<file path="config.mk">
export PLATFORM = sky130hd
export DESIGN_NAME = cordic_rotate
export DESIGN_NICKNAME = d
export VERILOG_FILES = /design/src/rtl/cordic_pkg.sv /design/src/rtl/cordic_stage.sv /design/src/rtl/cordic_rotate.sv
export SDC_FILE = /design/constraint.sdc
export NUM_CORES = 2
export LEC_CHECK = 0
export BUFFER_PORTS_ARGS = -buffer_cell sky130_fd_sc_hd__buf_2
export CORE_MARGIN = 2
export CORE_UTILIZATION = 41
export CTS_BUF_LIST = sky130_fd_sc_hd__clkbuf_2 sky130_fd_sc_hd__clkbuf_4 sky130_fd_sc_hd__clkbuf_8
export DETAILED_ROUTE_END_ITERATION = 10
export GPL_TIMING_DRIVEN = 0
export SYNTH_ARGS = -nofsm -noshare
export SYNTH_HDL_FRONTEND = slang
export SYNTH_HIERARCHICAL = 1
export SYNTH_SLANG_ARGS = --single-unit
</file>
<file path="constraint.sdc">
create_clock -name clk -period 6.5 [get_ports clk]
set_clock_uncertainty 0.1 [all_clocks]
set_input_delay 0.325 -clock clk [delete_from_list [all_inputs] [get_ports clk]]
set_output_delay 0.325 -clock clk [all_outputs]
set_load 0.1 [all_outputs]
</file>
<file path="src/rtl/cordic_pkg.sv">
// Shared widths, angle constants and arithmetic helpers for the pipelined CORDIC rotator.
package cordic_pkg;
  localparam int A_W         = 13;
  localparam int XY_W        = 12;
  localparam int O_W         = 10;
  localparam int IN_FRAC     = 10;
  localparam int OUT_FRAC    = 8;
  localparam int D_W         = 16;
  localparam int D_FRAC      = 12;
  localparam int Z_W         = 16;
  localparam int Z_FRAC      = 13;
  localparam int CORDIC_ITER = 14;
  localparam int LATENCY     = 5 + CORDIC_ITER;

  localparam logic signed [A_W-1:0] PI_CODE   = 13'sd3217;
  localparam logic signed [A_W-1:0] PI_2_CODE = 13'sd1608;
  // pi/2 at the residual-angle resolution, so pre-rotation adds no angle bias
  localparam logic signed [Z_W-1:0] PI_2_Z    = 16'sd12868;

  localparam int K_W    = 17;
  localparam int K_FRAC = 15;
  localparam logic signed [K_W-1:0] INV_K = 17'sd19899;

  localparam int P_W    = D_W + K_W;
  localparam int RND_SH = D_FRAC + K_FRAC - OUT_FRAC;
  localparam int Q_W    = P_W + 1 - RND_SH;

  localparam logic signed [O_W-1:0] O_MAX = 10'sh1FF;
  localparam logic signed [O_W-1:0] O_MIN = 10'sh200;

  function automatic logic signed [Z_W-1:0] atan_q13(input logic [4:0] i);
    case (i)
      5'd0:    atan_q13 = 16'sd6434;
      5'd1:    atan_q13 = 16'sd3798;
      5'd2:    atan_q13 = 16'sd2007;
      5'd3:    atan_q13 = 16'sd1019;
      5'd4:    atan_q13 = 16'sd511;
      5'd5:    atan_q13 = 16'sd256;
      5'd6:    atan_q13 = 16'sd128;
      5'd7:    atan_q13 = 16'sd64;
      5'd8:    atan_q13 = 16'sd32;
      5'd9:    atan_q13 = 16'sd16;
      5'd10:   atan_q13 = 16'sd8;
      5'd11:   atan_q13 = 16'sd4;
      5'd12:   atan_q13 = 16'sd2;
      5'd13:   atan_q13 = 16'sd1;
      default: atan_q13 = 16'sd0;
    endcase
  endfunction

  // Round half away from zero down to the output grid, then clamp instead of wrapping.
  function automatic logic signed [O_W-1:0] round_sat(input logic signed [P_W-1:0] p);
    logic signed [P_W:0] half;
    logic signed [P_W:0] sum;
    logic signed [Q_W-1:0] q;
    half = {{Q_W{1'b0}}, 1'b1, {(RND_SH-1){1'b0}}};
    if (p[P_W-1]) begin
      sum = {p[P_W-1], p} + half - {{P_W{1'b0}}, 1'b1};
    end else begin
      sum = {p[P_W-1], p} + half;
    end
    q = sum[P_W:RND_SH];
    if (q > O_MAX) begin
      round_sat = O_MAX;
    end else if (q < O_MIN) begin
      round_sat = O_MIN;
    end else begin
      round_sat = q[O_W-1:0];
    end
  endfunction
endpackage

</file>
<file path="src/rtl/cordic_stage.sv">
// One registered CORDIC micro-rotation; direction follows the sign of the residual angle.
module cordic_stage
  import cordic_pkg::*;
#(
  parameter int SHIFT = 0
) (
  input  logic                  clk,
  input  logic                  areset,
  input  logic signed [D_W-1:0] x,
  input  logic signed [D_W-1:0] y,
  input  logic signed [Z_W-1:0] z,
  output logic signed [D_W-1:0] x_r,
  output logic signed [D_W-1:0] y_r,
  output logic signed [Z_W-1:0] z_r
);
  localparam logic signed [Z_W-1:0] ATAN_STEP = atan_q13(5'(SHIFT));

  logic signed [D_W-1:0] x_sh_s;
  logic signed [D_W-1:0] y_sh_s;

  assign x_sh_s = x >>> SHIFT;
  assign y_sh_s = y >>> SHIFT;

  // Micro-rotation register: rotate toward a zero residual angle.
  always_ff @(posedge clk or negedge areset) begin
    if (!areset) begin
      x_r <= {D_W{1'b0}};
      y_r <= {D_W{1'b0}};
      z_r <= {Z_W{1'b0}};
    end else if (z[Z_W-1]) begin
      x_r <= x + y_sh_s;
      y_r <= y - x_sh_s;
      z_r <= z + ATAN_STEP;
    end else begin
      x_r <= x - y_sh_s;
      y_r <= y + x_sh_s;
      z_r <= z - ATAN_STEP;
    end
  end
endmodule

</file>
<file path="src/rtl/cordic_rotate.sv">
// Fully pipelined gain-compensated CORDIC vector rotator, one sample per clock.
module cordic_rotate
  import cordic_pkg::*;
#(
  parameter int ITER = CORDIC_ITER
) (
  input  logic                   clk,
  input  logic                   areset,
  input  logic signed [A_W-1:0]  a,
  input  logic signed [XY_W-1:0] x,
  input  logic signed [XY_W-1:0] y,
  output logic signed [O_W-1:0]  xo,
  output logic signed [O_W-1:0]  yo
);
  logic signed [A_W-1:0]  a_r;
  logic signed [XY_W-1:0] x_r;
  logic signed [XY_W-1:0] y_r;
  logic signed [A_W-1:0]  a_clamp_s;
  logic signed [D_W-1:0]  x_ext_s, y_ext_s, rot_x_s, rot_y_s;
  logic signed [Z_W-1:0]  z_ext_s, rot_z_s;
  logic signed [D_W-1:0]  pre_x_r, pre_y_r;
  logic signed [Z_W-1:0]  pre_z_r;
  logic signed [D_W-1:0]  sx_s [ITER+1];
  logic signed [D_W-1:0]  sy_s [ITER+1];
  logic signed [Z_W-1:0]  sz_s [ITER+1];
  logic signed [P_W-1:0]  prod_x_r, prod_y_r;
  logic signed [O_W-1:0]  rnd_x_r, rnd_y_r, out_x_r, out_y_r;

  // Input capture register.
  always_ff @(posedge clk or negedge areset) begin
    if (!areset) begin
      a_r <= {A_W{1'b0}};
      x_r <= {XY_W{1'b0}};
      y_r <= {XY_W{1'b0}};
    end else begin
      a_r <= a;
      x_r <= x;
      y_r <= y;
    end
  end

  // Clamp to +/-pi, widen to the internal grid and fold outer quadrants by +/-pi/2.
  always_comb begin
    a_clamp_s = a_r;
    if (a_r > PI_CODE) begin
      a_clamp_s = PI_CODE;
    end else if (a_r < -PI_CODE) begin
      a_clamp_s = -PI_CODE;
    end else begin
      a_clamp_s = a_r;
    end
    x_ext_s = {{(D_W-XY_W-(D_FRAC-IN_FRAC)){x_r[XY_W-1]}}, x_r, {(D_FRAC-IN_FRAC){1'b0}}};
    y_ext_s = {{(D_W-XY_W-(D_FRAC-IN_FRAC)){y_r[XY_W-1]}}, y_r, {(D_FRAC-IN_FRAC){1'b0}}};
    z_ext_s = {a_clamp_s, {(Z_FRAC-IN_FRAC){1'b0}}};
    if (a_clamp_s > PI_2_CODE) begin
      rot_x_s = -y_ext_s;
      rot_y_s = x_ext_s;
      rot_z_s = z_ext_s - PI_2_Z;
    end else if (a_clamp_s < -PI_2_CODE) begin
      rot_x_s = y_ext_s;
      rot_y_s = -x_ext_s;
      rot_z_s = z_ext_s + PI_2_Z;
    end else begin
      rot_x_s = x_ext_s;
      rot_y_s = y_ext_s;
      rot_z_s = z_ext_s;
    end
  end

  // Pre-rotation register.
  always_ff @(posedge clk or negedge areset) begin
    if (!areset) begin
      pre_x_r <= {D_W{1'b0}};
      pre_y_r <= {D_W{1'b0}};
      pre_z_r <= {Z_W{1'b0}};
    end else begin
      pre_x_r <= rot_x_s;
      pre_y_r <= rot_y_s;
      pre_z_r <= rot_z_s;
    end
  end

  assign sx_s[0] = pre_x_r;
  assign sy_s[0] = pre_y_r;
  assign sz_s[0] = pre_z_r;

  for (genvar i = 0; i < ITER; i++) begin : g_stage
    cordic_stage #(.SHIFT(i)) u_stage (
      .clk    (clk),
      .areset (areset),
      .x      (sx_s[i]),
      .y      (sy_s[i]),
      .z      (sz_s[i]),
      .x_r    (sx_s[i+1]),
      .y_r    (sy_s[i+1]),
      .z_r    (sz_s[i+1])
    );
  end

  // Gain compensation, then round/saturate, then the output register.
  always_ff @(posedge clk or negedge areset) begin
    if (!areset) begin
      prod_x_r <= {P_W{1'b0}};
      prod_y_r <= {P_W{1'b0}};
      rnd_x_r  <= {O_W{1'b0}};
      rnd_y_r  <= {O_W{1'b0}};
      out_x_r  <= {O_W{1'b0}};
      out_y_r  <= {O_W{1'b0}};
    end else begin
      prod_x_r <= P_W'(sx_s[ITER]) * P_W'(INV_K);
      prod_y_r <= P_W'(sy_s[ITER]) * P_W'(INV_K);
      rnd_x_r  <= round_sat(prod_x_r);
      rnd_y_r  <= round_sat(prod_y_r);
      out_x_r  <= rnd_x_r;
      out_y_r  <= rnd_y_r;
    end
  end

  assign xo = out_x_r;
  assign yo = out_y_r;
endmodule

</file>
[Yosys cells after proc, flatten, opt, wreduce, memory -nomap -nowiden]
Index checks and enable logic that the tools add are counted.
Storage, ports and cells
  input bits: 39
  output and inout bits: 20
  register bits: 845
  logic and storage cells: 207
Operators by class
  multiply operators: 2
  magnitude comparators: 8
  add/sub/neg operators: 89
  muxes and demuxes: 55
Operator list (count)
  $mux 16: 47
  $mux 34: 2
  $sub 34x1->34 const B: 2
  $add 32x20->33 const B: 2
  $mul 16x16->32 const B: 2
  $mux 10: 4
  $add 16x10->16: 2
  $add 16x10->16 const B: 2
  $add 16x11->16: 2
  $add 16x12->16: 2
  $add 16x13->16: 2
  $add 16x14->16: 2
  $add 16x15->16: 2
  $add 16x3->16: 2
  $add 16x4->16: 2
  $add 16x5->16: 2
  $add 16x6->16: 2
  $add 16x7->16: 2
  $add 16x8->16: 2
  $add 16x9->16: 2
  $neg 14->16: 2
  $sub 16x10->16: 2
  $sub 16x10->16 const B: 2
  $sub 16x11->16: 2
  44 further kinds: 59

[Logic depth before layout (Yosys ltp)]
  depth after elaboration: 6
  gate-level depth with buffers: 23
  depth with buffers taken out: 23

[Hierarchy]
Netlist, hierarchy kept.
Modules (own cells, without submodules)
  cordic_rotate: instances 1, cells each 1971, area each 19413.6 um^2, seq. area each 4579.4 um^2
  cordic_stage (g_stage[0].u_stage): instances 1, cells each 476, area each 4175.3 um^2, seq. area each 1176.1 um^2
  cordic_stage (g_stage[2].u_stage): instances 1, cells each 439, area each 4016.4 um^2, seq. area each 1201.2 um^2
  cordic_stage (g_stage[4].u_stage): instances 1, cells each 416, area each 3843.7 um^2, seq. area each 1201.2 um^2
  cordic_stage (g_stage[3].u_stage): instances 1, cells each 402, area each 3838.7 um^2, seq. area each 1201.2 um^2
  cordic_stage (g_stage[1].u_stage): instances 1, cells each 417, area each 3818.7 um^2, seq. area each 1201.2 um^2
  cordic_stage (g_stage[10].u_stage): instances 1, cells each 396, area each 3672.3 um^2, seq. area each 1201.2 um^2
  cordic_stage (g_stage[13].u_stage): instances 1, cells each 365, area each 3629.7 um^2, seq. area each 1201.2 um^2
  cordic_stage (g_stage[11].u_stage): instances 1, cells each 372, area each 3567.2 um^2, seq. area each 1201.2 um^2
  cordic_stage (g_stage[12].u_stage): instances 1, cells each 370, area each 3532.1 um^2, seq. area each 1201.2 um^2
  cordic_stage (g_stage[9].u_stage): instances 1, cells each 360, area each 3500.9 um^2, seq. area each 1201.2 um^2
  cordic_stage (g_stage[8].u_stage): instances 1, cells each 361, area each 3478.3 um^2, seq. area each 1201.2 um^2
  cordic_stage (g_stage[7].u_stage): instances 1, cells each 351, area each 3404.5 um^2, seq. area each 1201.2 um^2
  cordic_stage (g_stage[6].u_stage): instances 1, cells each 346, area each 3373.2 um^2, seq. area each 1201.2 um^2
  cordic_stage (g_stage[5].u_stage): instances 1, cells each 334, area each 3326.9 um^2, seq. area each 1201.2 um^2

[Worst setup path after synthesis]
OpenSTA, ideal clock, no wires.
  path type: register to register
  from: register g_stage[13].u_stage.x_r[15]
  to: register prod_x_r[27]
  path slack: 0.658 ns
  buffers on the path: 0
  required time: 6.321 ns
  stages on the path, launching flop included: 20
  clock period less this slack: 5.842 ns
  setup time: 0.079 ns
  arrival: 5.663 ns
  cell sequence: dfrtp_1 ha_1 inv_1 fa_1 inv_1 fa_1 fa_1 fa_1 inv_1 fa_1 inv_1 ha_1 nand3_1 o21a_1 o31a_1 o21ai_0 o211ai_1 and3b_1 o21ai_0 xor2_1
Between the ends
  cells in the longest elaborated chain, start to end: 1
RTL lines
  start, declared: RTL line cordic_stage.sv:12  | output logic signed [D_W-1:0] x_r,
  start signal, assigned: RTL line cordic_stage.sv:27  | x_r <= {D_W{1'b0}};
  start signal, assigned: RTL line cordic_stage.sv:31  | x_r <= x + y_sh_s;
  start signal, assigned: RTL line cordic_stage.sv:35  | x_r <= x - y_sh_s;
  $mul 16x16->32: RTL line cordic_rotate.sv:110  | prod_x_r <= P_W'(sx_s[ITER]) * P_W'(INV_K);
  end signal, assigned: RTL line cordic_rotate.sv:103  | prod_x_r <= {P_W{1'b0}};
  end signal, assigned: RTL line cordic_rotate.sv:110
  end, declared: RTL line cordic_rotate.sv:26  | logic signed [P_W-1:0] prod_x_r, prod_y_r;
Every way passes these cells.

[Worst setup path in the final report]
  from: register g_stage[13].u_stage.y_r[5]
  to: register prod_y_r[31] (netlist name)
Between the ends
  cells in the longest elaborated chain, start to end: 1
RTL lines
  start, declared: RTL line cordic_stage.sv:13  | output logic signed [D_W-1:0] y_r,
  start signal, assigned: RTL line cordic_stage.sv:28  | y_r <= {D_W{1'b0}};
  start signal, assigned: RTL line cordic_stage.sv:32  | y_r <= y - x_sh_s;
  start signal, assigned: RTL line cordic_stage.sv:36  | y_r <= y + x_sh_s;
  $mul 16x16->32: RTL line cordic_rotate.sv:111  | prod_y_r <= P_W'(sy_s[ITER]) * P_W'(INV_K);
Every way passes these cells.

==> results.rst <==
.. list-table::
   :header-rows: 1

   * - Metric
     - Value
   * - Wire length of the first global-routing pass
     - 262000 um
   * - Family with the most delay on the worst path
     - adder cells
   * - Post-DR wirelength/cell
     - about 16 um
   * - Worst Path Arrival
     - about 7 ns
   * - Row cnt
     - 150
   * - Initial Util
     - 0.412
   * - Iteration count of the initial detailed-routing pass
     - 6
   * - Setup CP Type
     - flop to flop
   * - Depth of the most critical reg-to-reg path
     - 20
   * - Clock period minus final worst setup slack
     - ~6 ns
   * - Critical Path Sink Type
     - flop
   * - Data required time at the worst endpoint
     - ~7.2 ns
   * - Source of the worst register-to-register timing path
     - g_stage[13].u_stage/y_r[5]
   * - Vias per inst
     - around 5.3
   * - Htree depth
     - 4
   * - Hold Vio Cnt, Final
     - 0
   * - Cell-by-cell listing of the critical path
     - ha_1 > inv_1 > fa_1 > inv_1 > fa_1 > ha_1 > fa_1 > inv_1 > fa_1 > inv_1 > ha_1 > a2111oi_1 > o21a_1 > a21oi_1 > a31oi_2 > o21ai_1 > a32oi_2 > a21oi_1 > a41oi_1 > xnor2_1
   * - Leading cell types in the layout, fill and taps excluded
     - 928 x sky130_fd_sc_hd__ha_1, 812 x sky130_fd_sc_hd__dfrtp_1, 790 x sky130_fd_sc_hd__inv_1
   * - Total cell area at the placement stage
     - slightly above 70000 um2
   * - Clock tree from TritonCTS
     - yes
   * - Via count of the first global-routing pass
     - about 52000
   * - All-layer global routing usage
     - 0.187
   * - Total grt overflow
     - 0
   * - Global placer's final weighted congestion
     - 0.880
   * - Bufs and invs on worst path
     - 4
   * - Relative area change from synthesis to final layout
     - 11.0%
   * - Number of vias in the routed layout
     - a little over 50000
   * - Yosys warnings
     - 6
   * - Die area
     - 171000 um2
   * - Cell chosen for the clock root
     - sky130_fd_sc_hd__clkbuf_8
   * - Mapped Area
     - ~69000 um2
   * - Die Span Y
     - a little over 400 um
   * - Fin. max-slew vios
     - 0
   * - Final net count
     - just under 9000
   * - Number of stages on the worst hold path
     - 0
   * - Pin count of the biggest net entering global routing
     - approximately 130
   * - Start point of the worst min-delay path
     - g_stage[8].u_stage/z_r[1]
   * - Tightest slew margin relative to the limit
     - 0.304
   * - Worst min-delay path endpoint
     - g_stage[9].u_stage/z_r[1]
   * - Worst-Margin Slew
     - between 1 and 1.5 ns
   * - Chip Width
     - about 410 um
   * - Number of I/O pins
     - 59
   * - Per-instance average area after synthesis
     - approximately 9.5 um2
   * - Maximum fanout along the worst path
     - 6
   * - HPWL Detailed
     - between 100000 and 150000 um
   * - Final worst-path cycle share
     - 0.942
   * - Aggregate routed wire length
     - 157000 um
   * - Achievable frequency
     - 163 MHz
   * - Status
     - complete, no violations
   * - Standard cell core area
     - about 170000 um2
   * - Max-Cap Viols
     - 0
   * - Critical path launch point type
     - flop
   * - RR Endpoint
     - prod_y_r[31]
   * - RSZ-0062 raised after global routing
     - false
   * - Worst hold slack
     - 0.240 ns
   * - Largest buffer count on any clock path
     - 3
   * - Antenna violations before repair
     - 2
   * - Post-detailed-route count of antenna-violating nets
     - 0
   * - Post-synthesis cell count
     - 7212
   * - Number of buffers created by CTS
     - around 150
   * - Number of violations reported at the end of detailed-routing iteration 0
     - 2878
   * - DRC
     - 0
   * - Library cell contributing the largest single delay on the critical path
     - sky130_fd_sc_hd__fa_1
   * - Insertion delay to the later sink of the worst-skew pair
     - 0.91 ns
   * - Worst-path clk slew
     - approximately 0.06 ns
   * - Clock sink total
     - between 800 and 900
   * - Area of all placed cells without fillers
     - approximately 76000 um2
   * - Number of port buffers
     - a little under 60
   * - Worst hold-check path type
     - flop to flop
   * - Post-CTS Setup Repair Bufs
     - 0
   * - Slack of the worst reg-to-reg path
     - approximately 0.38 ns
   * - Most frequent standard cell in the layout excluding fill and tap cells
     - sky130_fd_sc_hd__ha_1
   * - Share of post-route cells with drive strength above 1
     - 0.0731
   * - Setup violations, final
     - 0
   * - Delay of the slowest cell on the worst path
     - around 0.55 ns
[through the flow]
step	util	cells	setup TNS, ns	setup WS, ns
after floorplan	-	7230	0	0.658
after global placement	0.431	9492	-9668.24	-11.99
after detailed placement	0.432	9499	-0.570	-0.197
after CTS	0.457	9833	0	0.0664
after global routing	0.457	9835	0	0.113
final	0.457	9835	0	0.377
[registers in the layout (all words and copies together) (netlist names), 13 cells and up]
register             count
g_stage.u_stage/y_r    223
g_stage.u_stage/z_r    185
prod_y_r                32
pre_z_r                 14
a_r                     13
pre_x_r                 14
pre_y_r                 14
prod_x_r                32
g_stage.u_stage/x_r    224
[routing by layer]
metal | part of all wire | vias up | track usage
met1 | 0.43 | 25015 | 0.229
li1 | - | 25755 | -
met5 | 0 | - | 0
met3 | 0.035 | 280 | 0.0248
met4 | 0.032 | 0 | 0.0674
met2 | 0.50 | 895 | 0.333
[worst max-delay path by stage]
stage / slack, ns / endpoint / startpoint / cells after the start
6_report: 0.38 / prod_y_r[31] / g_stage[13].u_stage/y_r[5] / 20
5_1_grt: 0.11 / prod_x_r[30] / g_stage[13].u_stage/x_r[6] / 20
2_1_floorplan: 0.66 / prod_x_r[27] / g_stage[13].u_stage/x_r[15] / 19
4_1_cts: 0.07 / prod_y_r[31] / g_stage[13].u_stage/y_r[6] / 20
3_3_place_gp: -11.99 / g_stage[2].u_stage/x_r[14] / areset / 1
3_5_place_dp: -0.20 / prod_x_r[30] / g_stage[13].u_stage/x_r[15] / 17
[repair_timing]
item / 4_1_cts / 5_1_grt
hold buffers: 77 / 0
endpoints found under the hold margin: 306 / 0
setup endpoints to repair: 6 / 12
resized for setup: 2 / 10
[final cells by class]
class | instances | area (um2)
sequential | 815 | 20400
buffer | 118 | 561
inverter | 796 | 2990
fill | 15851 | 90600
clock inverter | 47 | 729
clock buffer | 210 | 2690
tap | 2204 | 2760
multi-input combinational | 5501 | 44900
timing repair buffer | 142 | 1280
antenna | 2 | 5.00
Power is left out: the tool's default activity adds up to more than one toggle a clock period on the data nets, which glitch-free logic cannot reach.
